[src/rtl/uart_frame_pkg.sv]
// rtl/uart_frame_pkg.sv - shared constants, FSM state type and helpers for the peer-link frame decoder
package uart_frame_pkg;

  localparam logic [7:0] SYNC_BYTE      = 8'hA5;
  localparam logic [7:0] TYPE_KEEPER    = 8'h01;
  localparam logic [7:0] TYPE_HEARTBEAT = 8'h02;

  typedef enum logic [2:0] {
    WAIT_SYNC,
    GET_TYPE,
    GET_HI,
    GET_LO,
    GET_CHK
  } frame_state_t;

  // Keeper position coming off the wire may exceed the playfield; pin it to the limit.
  function automatic logic [11:0] clamp_pos(input logic [11:0] raw, input logic [11:0] limit);
    return (raw > limit) ? limit : raw;
  endfunction

endpackage

[src/rtl/link_watchdog.sv]
// rtl/link_watchdog.sv - saturating cycle counter with synchronous clear and expiry flag
module link_watchdog #(
  parameter int unsigned LIMIT = 16
) (
  input  logic clk,
  input  logic rst,
  input  logic clear,
  input  logic enable,
  output logic expired
);

  localparam int unsigned W = (LIMIT < 2) ? 1 : $clog2(LIMIT + 1);
  localparam logic [W-1:0] LIMIT_C = W'(LIMIT);

  logic [W-1:0] count;

  // Count enabled cycles since the last clear, holding at LIMIT once reached.
  always_ff @(posedge clk or negedge rst) begin
    if (!rst) begin
      count <= '0;
    end else if (clear) begin
      count <= '0;
    end else if (enable && (count != LIMIT_C)) begin
      count <= count + 1'b1;
    end
  end

  assign expired = (count == LIMIT_C);

endmodule

[src/rtl/uart_frame_decoder.sv]
// rtl/uart_frame_decoder.sv - parses 5-byte peer frames into keeper position and link-health status
module uart_frame_decoder
  import uart_frame_pkg::*;
#(
  parameter logic [11:0] KEEPER_MAX     = 12'd1023,
  parameter int unsigned BYTE_TIMEOUT   = 65_000,
  parameter int unsigned LINK_TIMEOUT   = 32_500_000,
  parameter int unsigned CONNECT_FRAMES = 2
) (
  input  logic        clk,
  input  logic        rst,
  input  logic [7:0]  rx_data,
  input  logic        rx_valid,
  output logic [11:0] keeper_pos,
  output logic        keeper_pos_valid,
  output logic        connect_corrected,
  output logic        frame_err
);

  localparam int unsigned SW = (CONNECT_FRAMES < 2) ? 1 : $clog2(CONNECT_FRAMES + 1);
  localparam logic [SW-1:0] STREAK_MAX = SW'(CONNECT_FRAMES);

  frame_state_t state, state_next;

  logic [7:0]    type_q, hi_q, lo_q;
  logic [SW-1:0] streak;
  logic [11:0]   payload;
  logic          byte_expired, link_expired;
  logic          byte_clear, byte_enable;
  logic          good_keeper, good_heartbeat, good_frame, bad_frame, abort;

  assign payload     = {hi_q[3:0], lo_q};
  assign good_frame  = good_keeper | good_heartbeat;
  assign byte_clear  = rx_valid | (state == WAIT_SYNC);
  assign byte_enable = (state != WAIT_SYNC);

  link_watchdog #(.LIMIT(BYTE_TIMEOUT)) u_byte_timer (
    .clk     (clk),
    .rst     (rst),
    .clear   (byte_clear),
    .enable  (byte_enable),
    .expired (byte_expired)
  );

  link_watchdog #(.LIMIT(LINK_TIMEOUT)) u_link_timer (
    .clk     (clk),
    .rst     (rst),
    .clear   (good_frame),
    .enable  (1'b1),
    .expired (link_expired)
  );

  // Frame FSM state register.
  always_ff @(posedge clk or negedge rst) begin
    if (!rst) begin
      state <= WAIT_SYNC;
    end else begin
      state <= state_next;
    end
  end

  // Next state plus frame verdicts; a byte arriving always beats a byte-timer abort.
  always_comb begin
    state_next     = state;
    good_keeper    = 1'b0;
    good_heartbeat = 1'b0;
    bad_frame      = 1'b0;
    abort          = 1'b0;
    if (rx_valid) begin
      case (state)
        WAIT_SYNC: if (rx_data == SYNC_BYTE) state_next = GET_TYPE;
        GET_TYPE:  state_next = GET_HI;
        GET_HI:    state_next = GET_LO;
        GET_LO:    state_next = GET_CHK;
        GET_CHK: begin
          state_next = WAIT_SYNC;
          if (rx_data != (type_q ^ hi_q ^ lo_q)) begin
            bad_frame = 1'b1;
          end else if (type_q == TYPE_KEEPER) begin
            if (hi_q[7:4] != 4'h0) bad_frame = 1'b1;
            else                   good_keeper = 1'b1;
          end else if (type_q == TYPE_HEARTBEAT) begin
            good_heartbeat = 1'b1;
          end else begin
            bad_frame = 1'b1;
          end
        end
        default: state_next = WAIT_SYNC;
      endcase
    end else if (byte_expired && (state != WAIT_SYNC)) begin
      abort      = 1'b1;
      state_next = WAIT_SYNC;
    end
  end

  // Capture frame fields as they arrive so CHK can be judged in its own cycle.
  always_ff @(posedge clk or negedge rst) begin
    if (!rst) begin
      type_q <= 8'h00;
      hi_q   <= 8'h00;
      lo_q   <= 8'h00;
    end else if (rx_valid) begin
      if (state == GET_TYPE) type_q <= rx_data;
      if (state == GET_HI)   hi_q   <= rx_data;
      if (state == GET_LO)   lo_q   <= rx_data;
    end
  end

  // Register verdicts into game-facing outputs, streak counter and link state.
  always_ff @(posedge clk or negedge rst) begin
    if (!rst) begin
      keeper_pos        <= 12'd0;
      keeper_pos_valid  <= 1'b0;
      frame_err         <= 1'b0;
      streak            <= '0;
      connect_corrected <= 1'b0;
    end else begin
      keeper_pos_valid <= good_keeper;
      frame_err        <= bad_frame | abort;
      if (good_keeper) begin
        keeper_pos <= clamp_pos(payload, KEEPER_MAX);
      end
      if (good_frame) begin
        if (streak != STREAK_MAX) streak <= streak + 1'b1;
      end else if (bad_frame || abort || link_expired) begin
        streak <= '0;
      end
      if (link_expired && !good_frame) begin
        connect_corrected <= 1'b0;
      end else if (streak == STREAK_MAX) begin
        connect_corrected <= 1'b1;
      end
    end
  end

endmodule

[config.mk]
export PLATFORM = sky130hd
export DESIGN_NAME = uart_frame_decoder
export DESIGN_NICKNAME = d
export VERILOG_FILES = /design/src/rtl/uart_frame_pkg.sv /design/src/rtl/link_watchdog.sv /design/src/rtl/uart_frame_decoder.sv
export SDC_FILE = /design/constraint.sdc
export NUM_CORES = 1
export LEC_CHECK = 0
export CORE_MARGIN = 8
export CORE_UTILIZATION = 60
export DETAILED_ROUTE_END_ITERATION = 7
export GPL_TIMING_DRIVEN = 0
export HOLD_SLACK_MARGIN = 0.1
export PLACE_DENSITY = 0.81
export RECOVER_POWER = 25
export REMOVE_ABC_BUFFERS = 1
export SLEW_MARGIN = 40
export SYNTH_ARGS = -nofsm -noshare
export SYNTH_HDL_FRONTEND = slang
export SYNTH_SLANG_ARGS = --single-unit
[constraint.sdc]
create_clock -name clk -period 3.4 [get_ports clk]
set_input_delay 0.51 -clock clk [delete_from_list [all_inputs] [get_ports clk]]
set_output_delay 0.51 -clock clk [all_outputs]
set_load 0.02 [all_outputs]
Word-level counts from Yosys, hierarchy flattened
Index checks and enable logic that the tools add are counted.
- add/subtract/negate cells: 3
- magnitude comparators: 1
- equality and inequality tests: 16
- multiplexer cells: 32
- bitwise gates (word level): 5
- reduce and logical (&&, ||, !) cells: 19
- operators by type and width (cell ; number):
    $mux W25 ; 2
    $mux W16 ; 2
    $add A25 B1 Y25 const B ; 1
    $eq A25 B25 Y1 const B ; 1
    $ne A25 B25 Y1 const B ; 1
    $mux W1 ; 20
    $add A16 B1 Y16 const B ; 1
    $eq A16 B16 Y1 const B ; 1
    $ne A16 B16 Y1 const B ; 1
    $xor A8 B8 Y8 ; 2
    $gt A12 B10 Y1 const B ; 1
    $mux W12 ; 1
    $pmux W3 S4 ; 1
    $reduce_and A2 Y1 ; 5
    $reduce_bool A2 Y1 ; 5
    $mux W3 ; 3
    $eq A8 B1 Y1 const B ; 1
    $eq A8 B2 Y1 const B ; 1
    $eq A8 B8 Y1 const B ; 1
    $ne A8 B8 Y1 ; 1
    $eq A3 B2 Y1 const B ; 2
    $mux W2 ; 3
    $reduce_bool A4 Y1 ; 1
    $eq A3 B1 Y1 const B ; 1
    other kinds (12) ; 17
- flip-flop bits (word level): 85
- input port bits: 11
- output and inout bits: 15
- word-level logic and storage cells: 87

Logic depth before layout (Yosys ltp)
- depth in word-level cells: 10
- depth in mapped cells: 8
- depth with buffers taken out: 8

Hierarchy
Synthesis repeated with hierarchy kept, for this count alone.
- cell total of the unflattened synthesis: 412
- area total of the unflattened synthesis: 4440.5 um^2
- modules (own cells, without submodules) (module ; times used ; cells each ; area an instance (um^2) ; sequential area each (um^2)):
    uart_frame_decoder ; 1 ; 171 ; 2172.1 ; 1101.1
    link_watchdog at u_link_timer ; 1 ; 154 ; 1425.1 ; 625.6
    link_watchdog at u_byte_timer ; 1 ; 87 ; 843.3 ; 400.4

Worst setup path after synthesis
No wires, ideal clock.
- path type: reg2reg
- start point: reg u_byte_timer.count[0]
- end point: reg streak[0]
- setup time: 0.118 ns
- data arrival time: 2.069 ns
- required time: 3.282 ns
- slack: 1.213 ns
- stages on the path, launching flop included: 9
- buffers on the path: 0
- clock period less this slack: 2.187 ns
- path through: dfrtp_1 > inv_1 > ha_1 > nand4b_1 > or4_1 > or4_4 > and3_4 > o21ai_2 > nand2_1
- word-level cells in the longest chain between the ends: 8
- RTL lines (item ; line ; text):
    from (decl) ; link_watchdog.sv:15 ; logic [W-1:0] count;
    from (signal assigned) ; link_watchdog.sv:24 ; count <= count + 1'b1;
    $eq A16 B16 Y1 ; link_watchdog.sv:28 ; assign expired = (count == LIMIT_C);
    $logic_and A1 B1 Y1 ; uart_frame_decoder.sv:90 ; end else if (byte_expired && (state != WAIT_SYNC)) begin
    $mux W1 ; uart_frame_decoder.sv:90 ;
    $mux W1 ; uart_frame_decoder.sv:69 ; if (rx_valid) begin
    $logic_or A1 B1 Y1 (2 in series) ; uart_frame_decoder.sv:125 ; end else if (bad_frame || abort || link_expired) begin
    $reduce_bool A2 Y1 (no line) ; - ;
    $reduce_and A2 Y1 (no line) ; - ;
    to (signal assigned) ; uart_frame_decoder.sv:124 ; if (streak != STREAK_MAX) streak <= streak + 1'b1;
    to (decl) ; uart_frame_decoder.sv:26 ; logic [SW-1:0] streak;
No other way between the ends.
A chain may end at the register's enable or synchronous reset.

Worst setup path after layout
- start point: in rx_data[7]
- end point: reg keeper_pos[9]
- word-level cells in the longest chain between the ends: 4
- RTL lines (item ; line ; text):
    from (decl) ; uart_frame_decoder.sv:12 ; input logic [7:0] rx_data,
    $ne A8 B8 Y1 ; uart_frame_decoder.sv:77 ; if (rx_data != (type_q ^ hi_q ^ lo_q)) begin
    $mux W1 ; uart_frame_decoder.sv:77 ;
    $mux W1 ; uart_frame_decoder.sv:70 ; case (state)
    $mux W1 ; uart_frame_decoder.sv:69 ;
    to (signal assigned) ; uart_frame_decoder.sv:121 ; keeper_pos <= clamp_pos(payload, KEEPER_MAX);
    to (decl) ; uart_frame_decoder.sv:14 ; output logic [11:0] keeper_pos,
No other way between the ends.

==> metrics list <==
* Die height: around 99 microns
- Via count of the first global-routing pass: roughly 2,900
* Req. time, crit path: roughly 3.6 ns
* Total placed instance area: about 4500 sq um
- CTS tree: built
* Netlist Area Pre-Place: around 4000 sq um
- Across the run, the number of max-cap violations was 1.
- Chip Width: a little under 100 microns
* Syn Inst Count: 380
* Sequential area share after synthesis: roughly 52%
- Min-Delay Endpoint: keeper_pos[11]$_DFFE_PN0P_
- The number of hold violations in the final report came to 0.
- H-tree lvl count: 3
- Along the worst hold path, the cell count comes to 1.
- Finish-stage setup viols: 0
- Kind of cell adding the most delay to the critical path: simple AND/OR/NAND/NOR gates
- Registers take approximately 2100 sq um.
* Most instantiated flip-flop cell in the synthesis netlist: sky130_fd_sc_hd__dfrtp_1
* Remaining antenna violation count after routing: 0
- First-pass detailed-route iteration total: 4
- Areal power density over the cells: roughly 590 nW/um^2
* Fin crit share: between 80% and 90%
* Worst-case reg-to-reg path depth: 7
- Number of enable flip-flop cells after synthesis: 0
- The number of clock buffers added by TritonCTS is 9.
- VDD sags by at most 0.501 mV.
* Critical path buffers and inverters: 2
- Failing checks: max-capacitance violations, max-slew violations
- Post-route DRC violation count: 0
- The slowest stage of the critical path belongs to the cell sky130_fd_sc_hd__clkdlybuf4s50_1.
- In this run, post-CTS repair resized a total of 0 instances.
* Commonest cells post-synth: 85 x sky130_fd_sc_hd__dfrtp_1, 47 x sky130_fd_sc_hd__nor2_1, 33 x sky130_fd_sc_hd__mux2_2, 28 x sky130_fd_sc_hd__xnor2_1, 26 x sky130_fd_sc_hd__xor2_1
* Instance count after placement with tap cells included: about 480
- Clock net sink count: 85
- Dominant cell type by area after synthesis: sky130_fd_sc_hd__dfrtp_1
- Final count of pins violating max slew: 33
* R2R Path Start: type_q[1]$_DFFE_PN0P_
- Cells taking the most area after synthesis: sky130_fd_sc_hd__dfrtp_1 52%, sky130_fd_sc_hd__mux2_2 9.0%, sky130_fd_sc_hd__xnor2_1 6.0%, sky130_fd_sc_hd__xor2_1 5.5%, sky130_fd_sc_hd__nor2_1 4.3%
- Weighted congestion at the end of routability-driven global placement: around 0.8
- In this run the most critical hold path is launched from keeper_pos[11]$_DFFE_PN0P_.
- The first global-routing pass estimated roughly 14,000 microns of wire.
- Using the TritonRoute via totals, the vias-per-cell ratio works out to approximately 5.7.
- With fillers left out, the area of the finished cells amounts to around 4700 sq um.
- Cells with a size suffix above 1 make up between 10% and 20% of the layout.
- Root Buffer Master: sky130_fd_sc_hd__clkbuf_8
* Multi-input logic area: around 1900 sq um
- Clock buffer depth: 2
* Highest fanout seen on the critical path: 10
- Entering global routing, the biggest net connects 54 pins.
- Clock Skews: 0.0109 ns
- Synth warnings: 0
- Global Route Usage Sum: about 17%
- The HPWL after detailed placement is 5420 microns.
- Summed over all layers, the routed wires come to between 7000 and 8000 microns.
- Layout Nets: between 400 and 500
- Headroom to the max-slew limit: -22.7%
- The initial antenna violation count is 0.
* Total gr overflow: 0
- Time the worst path needs with I/O delays and setup: roughly 2.8 ns
- Starting density of the core: between 60% and 70%
* Reg clk slew, reported paths: around 0.080 ns
- The endpoint identified for the worst register-to-register timing path is keeper_pos[9]$_DFFE_PN0P_.
- Timing-limited maximum frequency: between 0.3 and 0.4 GHz
- Synthesized area divided by synthesized cell count: approximately 11 sq um
* Diodes inserted: 0
- Fill cells in the final layout number 475.
- Slowest stage delay, CP: approximately 0.57 ns
- The worst setup path is captured at a flop.
- At the worst endpoint, the arrival time is 3.00 ns.
- Placeable Area: 6720 sq um
- Site Rows: 30
- Yosys mapped the design onto 41 distinct sky130hd cell types.
* Setup slack of the worst register-to-register path: between 0.8 and 0.9 ns
* Overall die area: 9780 sq um
- By instance count, the leading cell after synthesis is sky130_fd_sc_hd__dfrtp_1.
* Final setup slack of the worst path: 0.638 ns
- Static leakage: between 2 and 2.5 nW
- Status: finished, violations left
- Final Core Density: between 70 and 80%
- For this design the top-level I/O count stands at 26.
- Average routed wire per standard cell: roughly 15 microns
- At the placement stage, the worst setup path has a slack of 0.135 ns.
- Total of flip-flops plus latches after synthesis: 85
- Layout Area Growth over Synthesis: 14.6%
- Post-synth top area share: just over 50%
- The count of buffers added on input and output ports is 25.
- After synthesis, the share of flip-flops with an asynchronous set or reset is 100%.
- The tightest min-delay check is of the reg2reg type.
- The worst setup path is launched from an input port.
- In this run, the number of DRC markers left after iteration 0 of detailed routing was 80.
* Clk_lat worst skew: 0.35 ns
- Transition time of the tightest slew-check pin: roughly 1.8 ns
* Vias after detailed routing: ~2,800
- Series of cell instances along the critical path: clkdlybuf4s50_1 -> xor2_1 -> xnor2_1 -> nand4_1 -> or2_1 -> nor4b_4 -> buf_4 -> mux2_2
- Non-filler instance count after layout: approximately 500
- Critical path type: in2reg
* Setup repair after global routing missed its margin: false
==> state kept, by name, summed over array words and instances (netlist names) <==
name / cells
connect_corrected: 1
frame_err: 1
hi_q: 8
keeper_pos: 12
keeper_pos_valid: 1
lo_q: 8
state: 3
streak: 2
type_q: 8
u_byte_timer.count: 16
u_link_timer.count: 25
==> how the worst max path moves through the flow <==
stage / start / end / depth (start not counted)
2_1_floorplan: rx_data[0] / streak[1]$_DFFE_PN0P_ / 6
3_5_place_dp: rx_data[7] / keeper_pos[3]$_DFFE_PN0P_ / 7
5_1_grt: rx_data[7] / keeper_pos[3]$_DFFE_PN0P_ / 8
3_3_place_gp: rx_data[0] / streak[1]$_DFFE_PN0P_ / 7
6_report: rx_data[7] / keeper_pos[9]$_DFFE_PN0P_ / 8
4_1_cts: rx_data[7] / keeper_pos[6]$_DFFE_PN0P_ / 7
==> power by group <==
part	switching (W)	internal [W]
Clock	0.000350	0.000414
Combinational	0.000306	0.000382
Sequential	0.000184	0.00117
==> per-layer routing <==
| metal | wire length [microns] | vias to the layer above | GRT usage [%] |
|---|---|---|---|
| met2 | 3800 | 32 | 27.4 |
| met5 | 0 | - | 0 |
| li1 | - | 1372 | - |
| met4 | 106 | 0 | 6.61 |
| met3 | 211 | 9 | 3.45 |
| met1 | 3540 | 1401 | 22.1 |
==> worst register-to-register path, delay by kind of cell (launching register included) <==
| family | cells | cell delay, ns |
|---|---|---|
| flops | 1 | 0.43 |
| simple gates | 3 | 0.98 |
| xor+xnor | 2 | 0.41 |
| mux | 1 | 0.35 |
| buf+inv | 1 | 0.28 |
==> metrics by stage <==
step / setup TNS [ns] / total power (W) / hold slack, ns
2_1_floorplan: -1.74 / 0.00186 / 0.214
3_3_place_gp: -151.67 / 0.00200 / 0.482
3_5_place_dp: 0 / 0.00205 / 0.413
4_1_cts: 0 / 0.00283 / 0.515
5_1_grt: 0 / 0.00297 / 0.523
6_report: 0 / 0.00281 / 0.512
==> final cells by class <==
type / instances / share of cell area (%)
clock inverter: 6 / 1.85
tap: 80 / 2.12
sequential: 85 / 45.0
timing repair buffer: 33 / 6.70
clock buffer: 10 / 2.70
multi-input combinational: 272 / 40.7
inverter: 11 / 0.874
==> layout by cell type, fill, tap and decap left out, types with 6 or more instances in the layout <==
cell type	n
sky130_fd_sc_hd__a21oi_1	8
sky130_fd_sc_hd__and4_1	8
sky130_fd_sc_hd__clkbuf_8	9
sky130_fd_sc_hd__clkdlybuf4s50_1	24
sky130_fd_sc_hd__dfrtp_1	85
sky130_fd_sc_hd__inv_1	11
sky130_fd_sc_hd__mux2_2	33
sky130_fd_sc_hd__nand2_1	24
sky130_fd_sc_hd__nand3_1	15
sky130_fd_sc_hd__nand4_1	9
sky130_fd_sc_hd__nor2_1	47
sky130_fd_sc_hd__nor3_1	9
sky130_fd_sc_hd__o21ai_0	6
sky130_fd_sc_hd__or3_1	15
sky130_fd_sc_hd__xnor2_1	28
sky130_fd_sc_hd__xor2_1	26
==> cell families (layout without fill, tap and decap cells) <==
| logic type | after synthesis | count (layout) | synth area share, % |
|---|---|---|---|
| compound gates | 19 | 19 | 2.76 |
| xor+xnor | 54 | 54 | 11.5 |
| fa+ha+maj | 5 | 5 | 1.52 |
| buf+inv | 23 | 60 | 2.25 |
| flops | 85 | 85 | 51.6 |
| mux | 35 | 35 | 9.50 |
| simple gates | 159 | 159 | 20.9 |
==> repair_timing <==
| action | 4_1_cts | 5_1_grt |
|---|---|---|
| hold buffers | 1 | 0 |
| buffers inserted | 0 | 0 |
| endpoints found under the setup margin | 0 | 0 |
| hold endpoints to repair | 32 | 0 |
Note: power is estimated with default switching activity, not from simulation.
